## src/rtl/batamateur_seq_controller_if.sv

```systemverilog
// Control bus between the BatAmateur sequencer and its datapath.
// The master side is the sequencer: it reads IR/ALU flags/RAM ready and drives every strobe.
// The slave side is the datapath, which owns IR, ALU flags and RAM ready.
interface batamateur_seq_controller_if #(
    parameter int NREGS = 8,
    parameter int OP_W  = 5
);
    logic [15:0]      INSTR;
    logic [7:0]       ALU_REG;
    logic             MEM_READY;
    logic             PC_INC;
    logic             PC_RW;
    logic             PC_EN;
    logic             MAR_LOAD;
    logic             MAR_EN;
    logic             RAM_RW;
    logic             RAM_EN;
    logic             IR_LOAD;
    logic             IR_EN;
    logic [NREGS-1:0] REGS_INC;
    logic [NREGS-1:0] REGS_RW;
    logic [NREGS-1:0] REGS_EN;
    logic             ALU_EN;
    logic [OP_W-1:0]  ALU_OP;
    logic             HALTED;
    logic [2:0]       UOP;

    modport master (
        input  INSTR, ALU_REG, MEM_READY,
        output PC_INC, PC_RW, PC_EN, MAR_LOAD, MAR_EN, RAM_RW, RAM_EN,
               IR_LOAD, IR_EN, REGS_INC, REGS_RW, REGS_EN, ALU_EN, ALU_OP,
               HALTED, UOP
    );

    modport slave (
        output INSTR, ALU_REG, MEM_READY,
        input  PC_INC, PC_RW, PC_EN, MAR_LOAD, MAR_EN, RAM_RW, RAM_EN,
               IR_LOAD, IR_EN, REGS_INC, REGS_RW, REGS_EN, ALU_EN, ALU_OP,
               HALTED, UOP
    );
endinterface

```

## src/rtl/batamateur_seq_controller.sv

```systemverilog
// BatAmateur instruction sequencer: decodes IR and drives PC/MAR/RAM/IR/register/ALU strobes.
// Optional single-step mode: define BATAMATEUR_STEP_EN to add STEP_i; each STEP_i pulse
// releases exactly one instruction from the pre-fetch hold.
//
// state   | code | meaning
// FETCH   | 0    | PC onto bus, load MAR
// DECODE  | 1    | RAM word into IR, PC increment (waits on MEM_READY)
// EX0     | 2    | first execute step / register group ops
// EX1     | 3    | second execute step (operand B, jump target, direct transfer)
// EX2     | 4    | ALU result write-back or indirect transfer
// IDLE    | 6    | pre-fetch hold, single-step build only
// HALT    | 7    | stopped until reset
module batamateur_seq_controller #(
    parameter int NREGS    = 8,
    parameter int OP_W     = 5,
    parameter int FLAG_BIT = 0
) (
    input  logic CLK_i,
    input  logic RST_i,
`ifdef BATAMATEUR_STEP_EN
    input  logic STEP_i,
`endif
    batamateur_seq_controller_if.master bus
);

    typedef enum logic [2:0] {
        S_FETCH  = 3'd0,
        S_DECODE = 3'd1,
        S_EX0    = 3'd2,
        S_EX1    = 3'd3,
        S_EX2    = 3'd4,
        S_IDLE   = 3'd6,
        S_HALT   = 3'd7
    } state_t;

`ifdef BATAMATEUR_STEP_EN
    localparam state_t S_DONE = S_IDLE;
`else
    localparam state_t S_DONE = S_FETCH;
`endif

    state_t state_q, state_d;

    logic             pc_inc, pc_rw, pc_en, mar_load, mar_en;
    logic             ram_rw, ram_en, ir_load, ir_en, alu_en, halted;
    logic [NREGS-1:0] regs_inc, regs_rw, regs_en;
    logic [OP_W-1:0]  alu_op;

    // One-hot register select; indices beyond the register file select nothing.
    function automatic logic [NREGS-1:0] reg_sel(input logic [2:0] idx);
        logic [NREGS-1:0] v;
        v = '0;
        for (int i = 0; i < NREGS; i++) begin
            v[i] = (idx == 3'(i));
        end
        return v;
    endfunction

    logic [2:0] r1, r2;
    logic [4:0] grp_op;
    logic       is_reg_grp, is_nop, is_jmp_dir, is_jmp_ind, is_ldst;
    logic       is_mov, is_inc, is_halt;
    logic       flag, taken, is_store, is_ind_ls;
    logic [NREGS-1:0] acc_sel, dst_sel;
    logic       unused_alu_reg;

    assign r1         = bus.INSTR[5:3];
    assign r2         = bus.INSTR[2:0];
    assign grp_op     = bus.INSTR[11:7];
    assign is_reg_grp = (bus.INSTR[15:12] == 4'b0111);
    assign is_nop     = (bus.INSTR[15:12] == 4'b1111);
    assign is_jmp_dir = (bus.INSTR[15:14] == 2'b01) && !is_reg_grp;
    assign is_jmp_ind = (bus.INSTR[15:14] == 2'b11) && !is_nop;
    assign is_ldst    = !bus.INSTR[14];
    assign is_mov     = (grp_op == 5'b11111);
    assign is_inc     = (grp_op == 5'b11110);
    assign is_halt    = (grp_op == 5'b11101);
    assign flag       = bus.ALU_REG[FLAG_BIT];
    assign taken      = (bus.INSTR[13:12] == 2'b00) ||
                        (bus.INSTR[13:12] == 2'b01 && !flag) ||
                        (bus.INSTR[13:12] == 2'b10 && flag);
    assign is_store   = bus.INSTR[13];
    assign is_ind_ls  = bus.INSTR[15];
    assign acc_sel    = bus.INSTR[12] ? reg_sel(3'd1) : reg_sel(3'd0);
    assign dst_sel    = bus.INSTR[6]  ? reg_sel(3'd0) : reg_sel(3'd1);
    assign unused_alu_reg = ^bus.ALU_REG;

    // Next-state and strobe decode; reset forces every strobe to its idle value.
    always_comb begin
        state_d  = state_q;
        pc_inc   = 1'b0;
        pc_rw    = 1'b1;
        pc_en    = 1'b0;
        mar_load = 1'b0;
        mar_en   = 1'b1;
        ram_rw   = 1'b1;
        ram_en   = 1'b0;
        ir_load  = 1'b0;
        ir_en    = 1'b0;
        regs_inc = '0;
        regs_rw  = '1;
        regs_en  = '0;
        alu_en   = 1'b0;
        alu_op   = '0;
        halted   = 1'b0;
        if (!RST_i) begin
            case (state_q)
                S_FETCH: begin
                    pc_en    = 1'b1;
                    mar_load = 1'b1;
                    state_d  = S_DECODE;
                end
                S_DECODE: begin
                    ram_en  = 1'b1;
                    ir_load = 1'b1;
                    pc_rw   = 1'b0;
                    if (bus.MEM_READY) begin
                        pc_inc  = 1'b1;
                        state_d = S_EX0;
                    end
                end
                S_EX0: begin
                    if (is_reg_grp) begin
                        if (is_mov) begin
                            regs_en = reg_sel(r1) | reg_sel(r2);
                            regs_rw = ~reg_sel(r1);
                            state_d = S_DONE;
                        end else if (is_inc) begin
                            regs_inc = reg_sel(r1);
                            regs_rw  = ~reg_sel(r1);
                            state_d  = S_DONE;
                        end else if (is_halt) begin
                            state_d = S_HALT;
                        end else begin
                            if (r1 != 3'd0) begin
                                regs_en = reg_sel(3'd0) | reg_sel(r1);
                                regs_rw = ~reg_sel(3'd0);
                            end
                            state_d = S_EX1;
                        end
                    end else if (is_nop) begin
                        state_d = S_DONE;
                    end else if (is_jmp_dir) begin
                        if (taken) begin
                            ir_en = 1'b1;
                            pc_en = 1'b1;
                            pc_rw = 1'b0;
                        end else begin
                            pc_inc = 1'b1;
                        end
                        state_d = S_DONE;
                    end else begin
                        // indirect jump and load/store both start by moving the IR address into MAR
                        ir_en    = 1'b1;
                        mar_load = 1'b1;
                        state_d  = S_EX1;
                    end
                end
                S_EX1: begin
                    if (is_reg_grp) begin
                        if (r2 != 3'd1) begin
                            regs_en = reg_sel(3'd1) | reg_sel(r2);
                            regs_rw = ~reg_sel(3'd1);
                        end
                        state_d = S_EX2;
                    end else if (is_jmp_ind) begin
                        if (taken) begin
                            ram_en  = 1'b1;
                            pc_en   = 1'b1;
                            pc_rw   = 1'b0;
                            state_d = bus.MEM_READY ? S_DONE : S_EX1;
                        end else begin
                            pc_inc  = 1'b1;
                            state_d = S_DONE;
                        end
                    end else if (is_ldst && is_ind_ls) begin
                        ram_en   = 1'b1;
                        mar_load = 1'b1;
                        state_d  = bus.MEM_READY ? S_EX2 : S_EX1;
                    end else if (is_ldst) begin
                        ram_en  = 1'b1;
                        ram_rw  = !is_store;
                        regs_en = acc_sel;
                        if (!is_store) regs_rw = ~acc_sel;
                        state_d = bus.MEM_READY ? S_DONE : S_EX1;
                    end else begin
                        state_d = S_DONE;
                    end
                end
                S_EX2: begin
                    if (is_reg_grp) begin
                        alu_en  = 1'b1;
                        alu_op  = bus.INSTR[6+OP_W:7];
                        regs_en = dst_sel;
                        regs_rw = ~dst_sel;
                        state_d = S_DONE;
                    end else if (is_ldst && is_ind_ls) begin
                        ram_en  = 1'b1;
                        ram_rw  = !is_store;
                        regs_en = acc_sel;
                        if (!is_store) regs_rw = ~acc_sel;
                        state_d = bus.MEM_READY ? S_DONE : S_EX2;
                    end else begin
                        state_d = S_DONE;
                    end
                end
`ifdef BATAMATEUR_STEP_EN
                S_IDLE: begin
                    if (STEP_i) state_d = S_FETCH;
                end
`endif
                S_HALT: begin
                    halted  = 1'b1;
                    state_d = S_HALT;
                end
                default: begin
                    mar_en  = 1'b0;
                    state_d = S_FETCH;
                end
            endcase
        end
    end

    // State register with synchronous reset into the pre-fetch point.
    always_ff @(posedge CLK_i) begin
        if (RST_i) state_q <= S_DONE;
        else       state_q <= state_d;
    end

    assign bus.PC_INC   = pc_inc;
    assign bus.PC_RW    = pc_rw;
    assign bus.PC_EN    = pc_en;
    assign bus.MAR_LOAD = mar_load;
    assign bus.MAR_EN   = mar_en;
    assign bus.RAM_RW   = ram_rw;
    assign bus.RAM_EN   = ram_en;
    assign bus.IR_LOAD  = ir_load;
    assign bus.IR_EN    = ir_en;
    assign bus.REGS_INC = regs_inc;
    assign bus.REGS_RW  = regs_rw;
    assign bus.REGS_EN  = regs_en;
    assign bus.ALU_EN   = alu_en;
    assign bus.ALU_OP   = alu_op;
    assign bus.HALTED   = halted;
    assign bus.UOP      = state_q;

endmodule

```

## src/flat_wrapper.sv

```systemverilog
// flat-port wrapper written by rule: the top's interface ports become plain ports
module batamateur_seq_controller_flat 
#(
    parameter int NREGS    = 8,
    parameter int OP_W     = 5,
    parameter int FLAG_BIT = 0
)
  (CLK_i, RST_i, bus_INSTR, bus_ALU_REG, bus_MEM_READY, bus_PC_INC, bus_PC_RW, bus_PC_EN, bus_MAR_LOAD, bus_MAR_EN, bus_RAM_RW, bus_RAM_EN, bus_IR_LOAD, bus_IR_EN, bus_REGS_INC, bus_REGS_RW, bus_REGS_EN, bus_ALU_EN, bus_ALU_OP, bus_HALTED, bus_UOP);
  batamateur_seq_controller_if #(.NREGS(NREGS), .OP_W(OP_W)) bus_i ();
  input  logic CLK_i;
  input  logic RST_i;
  input wire logic [$bits(bus_i.INSTR)-1:0] bus_INSTR;
  input wire logic [$bits(bus_i.ALU_REG)-1:0] bus_ALU_REG;
  input wire logic [$bits(bus_i.MEM_READY)-1:0] bus_MEM_READY;
  output wire logic [$bits(bus_i.PC_INC)-1:0] bus_PC_INC;
  output wire logic [$bits(bus_i.PC_RW)-1:0] bus_PC_RW;
  output wire logic [$bits(bus_i.PC_EN)-1:0] bus_PC_EN;
  output wire logic [$bits(bus_i.MAR_LOAD)-1:0] bus_MAR_LOAD;
  output wire logic [$bits(bus_i.MAR_EN)-1:0] bus_MAR_EN;
  output wire logic [$bits(bus_i.RAM_RW)-1:0] bus_RAM_RW;
  output wire logic [$bits(bus_i.RAM_EN)-1:0] bus_RAM_EN;
  output wire logic [$bits(bus_i.IR_LOAD)-1:0] bus_IR_LOAD;
  output wire logic [$bits(bus_i.IR_EN)-1:0] bus_IR_EN;
  output wire logic [$bits(bus_i.REGS_INC)-1:0] bus_REGS_INC;
  output wire logic [$bits(bus_i.REGS_RW)-1:0] bus_REGS_RW;
  output wire logic [$bits(bus_i.REGS_EN)-1:0] bus_REGS_EN;
  output wire logic [$bits(bus_i.ALU_EN)-1:0] bus_ALU_EN;
  output wire logic [$bits(bus_i.ALU_OP)-1:0] bus_ALU_OP;
  output wire logic [$bits(bus_i.HALTED)-1:0] bus_HALTED;
  output wire logic [$bits(bus_i.UOP)-1:0] bus_UOP;
  assign bus_i.INSTR = bus_INSTR;
  assign bus_i.ALU_REG = bus_ALU_REG;
  assign bus_i.MEM_READY = bus_MEM_READY;
  assign bus_PC_INC = bus_i.PC_INC;
  assign bus_PC_RW = bus_i.PC_RW;
  assign bus_PC_EN = bus_i.PC_EN;
  assign bus_MAR_LOAD = bus_i.MAR_LOAD;
  assign bus_MAR_EN = bus_i.MAR_EN;
  assign bus_RAM_RW = bus_i.RAM_RW;
  assign bus_RAM_EN = bus_i.RAM_EN;
  assign bus_IR_LOAD = bus_i.IR_LOAD;
  assign bus_IR_EN = bus_i.IR_EN;
  assign bus_REGS_INC = bus_i.REGS_INC;
  assign bus_REGS_RW = bus_i.REGS_RW;
  assign bus_REGS_EN = bus_i.REGS_EN;
  assign bus_ALU_EN = bus_i.ALU_EN;
  assign bus_ALU_OP = bus_i.ALU_OP;
  assign bus_HALTED = bus_i.HALTED;
  assign bus_UOP = bus_i.UOP;
  batamateur_seq_controller #(.NREGS(NREGS), .OP_W(OP_W), .FLAG_BIT(FLAG_BIT)) u_core (.CLK_i(CLK_i), .RST_i(RST_i), .bus(bus_i));
endmodule
```

## config.mk

```make
export PLATFORM = sky130hd
export DESIGN_NAME = batamateur_seq_controller_flat
export DESIGN_NICKNAME = d
export VERILOG_FILES = /design/src/rtl/batamateur_seq_controller_if.sv /design/src/rtl/batamateur_seq_controller.sv /design/src/flat_wrapper.sv
export SDC_FILE = /design/constraint.sdc
export NUM_CORES = 1
export LEC_CHECK = 0
export ABC_AREA = 1
export CELL_PAD_IN_SITES_DETAIL_PLACEMENT = 1
export CELL_PAD_IN_SITES_GLOBAL_PLACEMENT = 1
export CORE_ASPECT_RATIO = 1.4
export CORE_UTILIZATION = 27
export CTS_CLUSTER_SIZE = 10
export DETAILED_ROUTE_END_ITERATION = 8
export PLACE_DENSITY = 0.95
export SYNTH_ARGS = -nofsm -noshare
export SYNTH_HDL_FRONTEND = slang
export SYNTH_SLANG_ARGS = --single-unit
```

## constraint.sdc

```tcl
create_clock -name CLK_i -period 2.7 [get_ports CLK_i]
set_input_delay 0.54 -clock CLK_i [delete_from_list [all_inputs] [get_ports CLK_i]]
set_output_delay 0.54 -clock CLK_i [all_outputs]
set_load 0.05 [all_outputs]
```

==> impl_metrics.env, run 1 <==
export IMPL_status="finished, final reports clean"
export IMPL_clk_pin_slew_ns=0.03
export IMPL_hold_class="flip-flop to flip-flop"
export IMPL_startpoint_type="flip-flop"
export IMPL_postLayoutCoreUtil=0.541
export IMPL_netlist_area_um2=1320
export IMPL_ctsHtreeMaxLevel=1
export IMPL_clock_sinks=3
export IMPL_drive_gt1_frac=0.356
export IMPL_area_growth_pct=89.0
export IMPL_core_rowCount=29
export IMPL_antenna_found_initial=0
export IMPL_synthCells=253
export IMPL_hpwl_um=4850
export IMPL_r2r_slack_ns=1.19
export IMPL_worstMarginPinSlew_ns=0.506
export IMPL_drv_cap=0
export IMPL_nNetsFinal=366
export IMPL_fin_area_um2=2490
export IMPL_numCtsBuffers=3
export IMPL_synth_top_area_frac=0.179
export IMPL_vdd_ir_drop_max_mv=0.453
export IMPL_grtUsageTotal=0.232
export IMPL_p_clk_frac=0.124
export IMPL_p_per_area_nw_per_um2=412
export IMPL_power_leakage_nw=1.19
export IMPL_gp_congestion=0.848
export IMPL_io_buffers=62
export IMPL_die_area_um2=5180
export IMPL_vias_per_cell=5.10
export IMPL_p_comb_frac=0.797
export IMPL_worstPathArrival_ns=2.09
export IMPL_drt_iter0_markers=134
export IMPL_die_x_um=61.1
export IMPL_hold_slack_ns=0.514
export IMPL_clock_fmax_ghz=0.380
export IMPL_min_period_ns=2.63
export IMPL_crit_start="u_core.bus.UOP[1]"
export IMPL_critPathCaptureType="output pin"
export IMPL_grt_max_degree=14
export IMPL_antenna_cells=0
export IMPL_grt_pass1_vias=2086
export IMPL_wl_um=6340
export IMPL_path_max_fanout=13
export IMPL_worstHoldStart="u_core.bus.UOP[0]"
export IMPL_yosys_top_cells_area="nand2_1 (18%), nand3_1 (14%), nor2_1 (9.7%)"
export IMPL_postLayoutSetupSlackWorst_ns=0.0716
export IMPL_grt_pass1_wl_um=9390
export IMPL_clk_path_buf_depth=2
export IMPL_yosys_register_bits=3
export IMPL_synth_area_leader_cell="nand2_1"
export IMPL_via_count=2021
export IMPL_rr_worst_depth=10
export IMPL_fillerInstances=604
export IMPL_synth_cell_types=28
export IMPL_slew_violations=0
export IMPL_largest_reg_flops=3
export IMPL_syn_mean_instance_area_um2=5.22
export IMPL_wl_per_cell_um=16.0
export IMPL_first_pass_iters=4
export IMPL_switching_share=0.539
export IMPL_rr_startpoint="u_core.bus.UOP[0]"
export IMPL_placed_area_um2=2330
export IMPL_grt_overflow_total=0
export IMPL_total_power_mw=1.03
export IMPL_switchingPower_mw=0.553
export IMPL_yosys_warnings=0
export IMPL_criticalPathCategory="flip-flop to output pin"
export IMPL_slew_headroom=0.662
export IMPL_r2r_end="u_core.bus.UOP[1]"
export IMPL_setup_viol=0
export IMPL_postRouteAntennaNets=0
export IMPL_min_period_over_period=0.973
export IMPL_io_pins=70
export IMPL_hold_viol_final=0
export IMPL_start_util=0.286
export IMPL_final_cells=396
export IMPL_fp_dieH_um=84.7
export IMPL_placed_cells=386
export IMPL_p_int_mw=0.474
export IMPL_required_ns=2.16
export IMPL_remaining_drc_errors=0
export IMPL_cp_endpoint="bus_REGS_RW[1]"
export IMPL_core_area_um2=4610
export IMPL_seqPwrFrac=0.079
export IMPL_cts_tree="done"
export IMPL_fin_skew_ns=0.00177
export IMPL_clk_latency_ns=0.21
export IMPL_clockRootBuffer="clkbuf_8"
export IMPL_place_worst_setup_slack_ns=-0.0349
export IMPL_ys_seq_area_frac=0.0455
export IMPL_synth_nets=284
export IMPL_setup_tns_ns=0
[cells by family (layout without fill, tap and decap cells)]
logic type                 count (synthesis)  after routing  share of synthesized area
AOI/OAI and AO/OA                         32             32                      0.132
xor gates and xnor gates                   1              1                    0.00664
adders and majority gates                  4              4                     0.0379
buffers and inverters                     43            124                      0.137
DFF                                        3              3                     0.0455
and+or+nand+nor                          170            170                      0.641
[power by group through the flow]
stage          Combinational [mW]  Clock, mW  Sequential, mW
2_1_floorplan               0.426          0           0.119
3_3_place_gp                0.757          0          0.0772
3_5_place_dp                0.783          0          0.0779
4_1_cts                     0.790      0.131          0.0792
5_1_grt                     0.867      0.137          0.0836
6_report                    0.818      0.128          0.0810
[critical path, cell delays in order, from the launching register on]
cell and delay [ns]:
dfxtp_2 0.36, ha_2 0.26, nand2_4 0.09, inv_2 0.25, nor2_2 0.08, nand2_1 0.15
nand2_4 0.12, a21oi_1 0.17, o211ai_1 0.11, bufbuf_16 0.29
[synth_stat cells]
library cell  number
nand2_1           63
nand3_1           38
nor2_1            34
inv_1             25
a21oi_1           12
inv_2             10
o21ai_0            8
nand4_1            7
nor3_1             7
nor3_2             7
o21ai_1            6
buf_2              4
ha_1               4
nand2_2            4
o211ai_1           4
dfxtp_1            3
nor2_4             3
buf_6              2
nand2_4            2
nor2_2             2
a31oi_1            1
clkbuf_1           1
clkinv_1           1
nand3_2            1
nand3_4            1
nor4_4             1
o31ai_1            1
xor2_1             1
[area by class of cell]
class / instances / area (µm²) / area share
Clock buffer: 4 / 45.0 / 0.0181
Inverter: 36 / 135 / 0.0542
Multi-Input combinational cell: 207 / 1160 / 0.465
Sequential cell: 3 / 62.6 / 0.0251
Tap cell: 62 / 77.6 / 0.0311
Timing Repair Buffer: 84 / 1010 / 0.406
[metal layers]
metal  global-route usage  wire (µm)
met2                0.470       3710
met5                    0          0
met4               0.0682        142
met3              0.00770        190
met1                0.238       2300
[cells in the final DEF, fill, tap and decap left out, drive strengths merged]
cell type	Yosys	final
a21oi	12	12
a31oi	1	1
buf	6	61
bufbuf	0	1
clkbuf	1	4
clkdlybuf4s50	0	11
clkinv	1	1
dfxtp	3	3
dlygate4sd2	0	2
dlymetal6s2s	0	9
ha	4	4
inv	35	35
nand2	69	69
nand3	40	40
nand4	7	7
nor2	39	39
nor3	14	14
nor4	1	1
o211ai	4	4
o21ai	14	14
o31ai	1	1
xor2	1	1
[timing repair]
| item | CTS | global route |
|---|---|---|
| hold buffers | 0 | 0 |
| gates resized for setup | 3 | 23 |
| endpoints found under the setup margin | 10 | 18 |
| pin swaps | 1 | 7 |
| setup buffers | 1 | 5 |
[how the worst min path moves through the flow]
stage	end	depth (start not counted)
after CTS	u_core.bus.UOP[1]	2
final	u_core.bus.UOP[0]	2
after global routing	u_core.bus.UOP[0]	2
after global placement	u_core.bus.UOP[1]	2
after floorplan	u_core.bus.UOP[1]	2
after detailed placement	u_core.bus.UOP[0]	2
Power figures use the tool's default switching activity.
==> inputs of run 2 (changes only) <==
--- a/config.mk
+++ b/config.mk
@@ -13,6 +13,7 @@
 export CTS_CLUSTER_SIZE = 10
 export DETAILED_ROUTE_END_ITERATION = 8
 export PLACE_DENSITY = 0.95
+export REMOVE_ABC_BUFFERS = 1
 export SYNTH_ARGS = -nofsm -noshare
 export SYNTH_HDL_FRONTEND = slang
 export SYNTH_SLANG_ARGS = --single-unit
==> run 2 against run 1 <==
Sequential share of layout area down 0.22 points. Clock power barely moved. Clock skew about the same. Critical path depth down 1. Clock-buffer cell count stayed put. Largest power group unchanged. Via count up 6.8%. Final cell count grew 1.5%. Critical endpoint unchanged. Worst setup slack lost 0.054 ns. Combinational power grew 4.2%. Total power increased by 3.3%. Global-route usage up 1.4 points. Largest cell class is now buffers. Die area stayed put.
==> impl_metrics.env, run 2 (synthesis results as in run 1) <==
export IMPL_vdd_ir_drop_max_mv=0.457
export IMPL_hpwl_um=5180
export IMPL_drv_cap=0
export IMPL_place_worst_setup_slack_ns=-0.0675
export IMPL_gp_congestion=0.866
export IMPL_largest_reg_flops=3
export IMPL_final_cells=402
export IMPL_first_pass_iters=4
export IMPL_wl_um=7050
export IMPL_die_area_um2=5180
export IMPL_vias_per_cell=5.37
export IMPL_cts_tree="done"
export IMPL_power_leakage_nw=1.25
export IMPL_multiInputGateArea_um2=1160
export IMPL_clockRootBuffer="clkbuf_8"
export IMPL_slew_headroom=0.671
export IMPL_drive_gt1_frac=0.359
export IMPL_criticalPathCategory="primary input to output pin"
export IMPL_area_growth_pct=107
export IMPL_slew_violations=0
export IMPL_wl_per_cell_um=17.5
export IMPL_grtUsageTotal=0.247
export IMPL_postLayoutSetupSlackWorst_ns=0.0176
export IMPL_postRouteAntennaNets=0
export IMPL_grt_overflow_total=0
export IMPL_seq_area_um2=62.6
export IMPL_core_area_um2=4610
export IMPL_clk_path_buf_depth=2
export IMPL_clk_latency_ns=0.21
export IMPL_placed_area_um2=2540
export IMPL_fin_area_um2=2730
export IMPL_fin_skew_ns=0.00137
export IMPL_status="finished, final reports clean"
export IMPL_fp_dieH_um=84.7
export IMPL_final_common_cell="nand2_1"
export IMPL_io_pins=70
export IMPL_worstMarginPinSlew_ns=0.492
export IMPL_hold_slack_ns=0.511
export IMPL_hold_class="flip-flop to flip-flop"
export IMPL_grt_max_degree=14
export IMPL_clk_pin_slew_ns=0.03
export IMPL_min_period_over_period=0.993
export IMPL_io_buffers=62
export IMPL_ctsHtreeMaxLevel=1
export IMPL_via_count=2158
export IMPL_grt_pass1_wl_um=10000
export IMPL_critPathCaptureType="output pin"
export IMPL_die_x_um=61.1
export IMPL_p_per_area_nw_per_um2=388
export IMPL_grt_pass1_vias=2275
export IMPL_layout_common_cells="nand2_1 (63), buf_12 (38), nand3_1 (35)"
export IMPL_min_period_ns=2.68
export IMPL_antenna_found_initial=0
export IMPL_fillerInstances=573
export IMPL_setup_viol=0
export IMPL_nNetsFinal=372
export IMPL_clock_sinks=3
export IMPL_worstPathArrival_ns=2.14
export IMPL_drt_iter0_markers=105
export IMPL_remaining_drc_errors=0
export IMPL_start_util=0.286
export IMPL_required_ns=2.16
export IMPL_core_rowCount=29
export IMPL_hold_viol_final=0
export IMPL_path_max_fanout=4
export IMPL_clock_fmax_ghz=0.373
export IMPL_antenna_cells=0
export IMPL_startpoint_type="primary input"
export IMPL_numCtsBuffers=3
export IMPL_placed_cells=394
[run 2: cell count changes in the layout (fill, tap and decap cells not counted), moves of 3 or more]
cell     previous run  this run
buf_12             22        38
buf_4              37        29
nand2_2             5         2
nor2_1             26        29
nor2_2             10         5
[run 2: worst paths after layout]
path	from	end	slack, ns	cells past startpoint
hold / removal	u_core.bus.UOP[0]	u_core.bus.UOP[0]	0.51	2
setup / recovery	bus_INSTR[3]	bus_REGS_RW[1]	0.02	8
hold reg to reg	u_core.bus.UOP[0]	u_core.bus.UOP[0]	0.51	2
setup reg to reg	u_core.bus.UOP[0]	u_core.bus.UOP[0]	1.04	10
[run 2: critical path, stage by stage]
cell and delay, ns:
clkdlybuf4s50_1 0.50, inv_1 0.09, nor3_1 0.16, buf_4 0.17, nand3_2 0.09, a21oi_2 0.17, o211ai_1 0.19, clkbuf_16 0.22
[run 2: area by class of cell]
| cell class | instances | share of cell area |
|---|---|---|
| Inverter | 36 | 0.0504 |
| Timing Repair Buffer | 90 | 0.456 |
| Multi-Input combinational cell | 207 | 0.425 |
| Clock buffer | 4 | 0.0165 |
| Tap cell | 62 | 0.0284 |
| Sequential cell | 3 | 0.0229 |
[run 2: timing repair]
action	4_1_cts	5_1_grt
pin swaps	2	6
hold buffers	0	0
gates resized for setup	8	32
endpoints found under the setup margin	18	24
setup buffers	3	1
[run 2: stage by stage]
step / power, mW / TNS, ns / utilization
after floorplan: 0.520 / -2.86 / -
after global routing: 1.12 / -0.190 / 0.592
after CTS: 1.02 / -0.0272 / 0.571
final: 1.06 / 0 / 0.592
after global placement: 0.850 / 0 / 0.551
after detailed placement: 0.876 / -0.366 / 0.551
[run 2: routing by layer]
metal  vias to the layer above  share of wire  track usage
met4                         0          0.056       0.0971
met3                        37          0.033       0.0108
li1                       1010              -            -
met2                        90           0.56        0.490
met1                      1021           0.35        0.248
met5                         -              0            0
[run 2: power breakdown]
| part | leakage [nW] | switching (mW) | internal [mW] | total, mW |
|---|---|---|---|---|
| clock network | 0.0228 | 0.0273 | 0.100 | 0.128 |
| registers | 0.0254 | 0.0204 | 0.0598 | 0.0802 |
| logic | 1.20 | 0.530 | 0.323 | 0.852 |
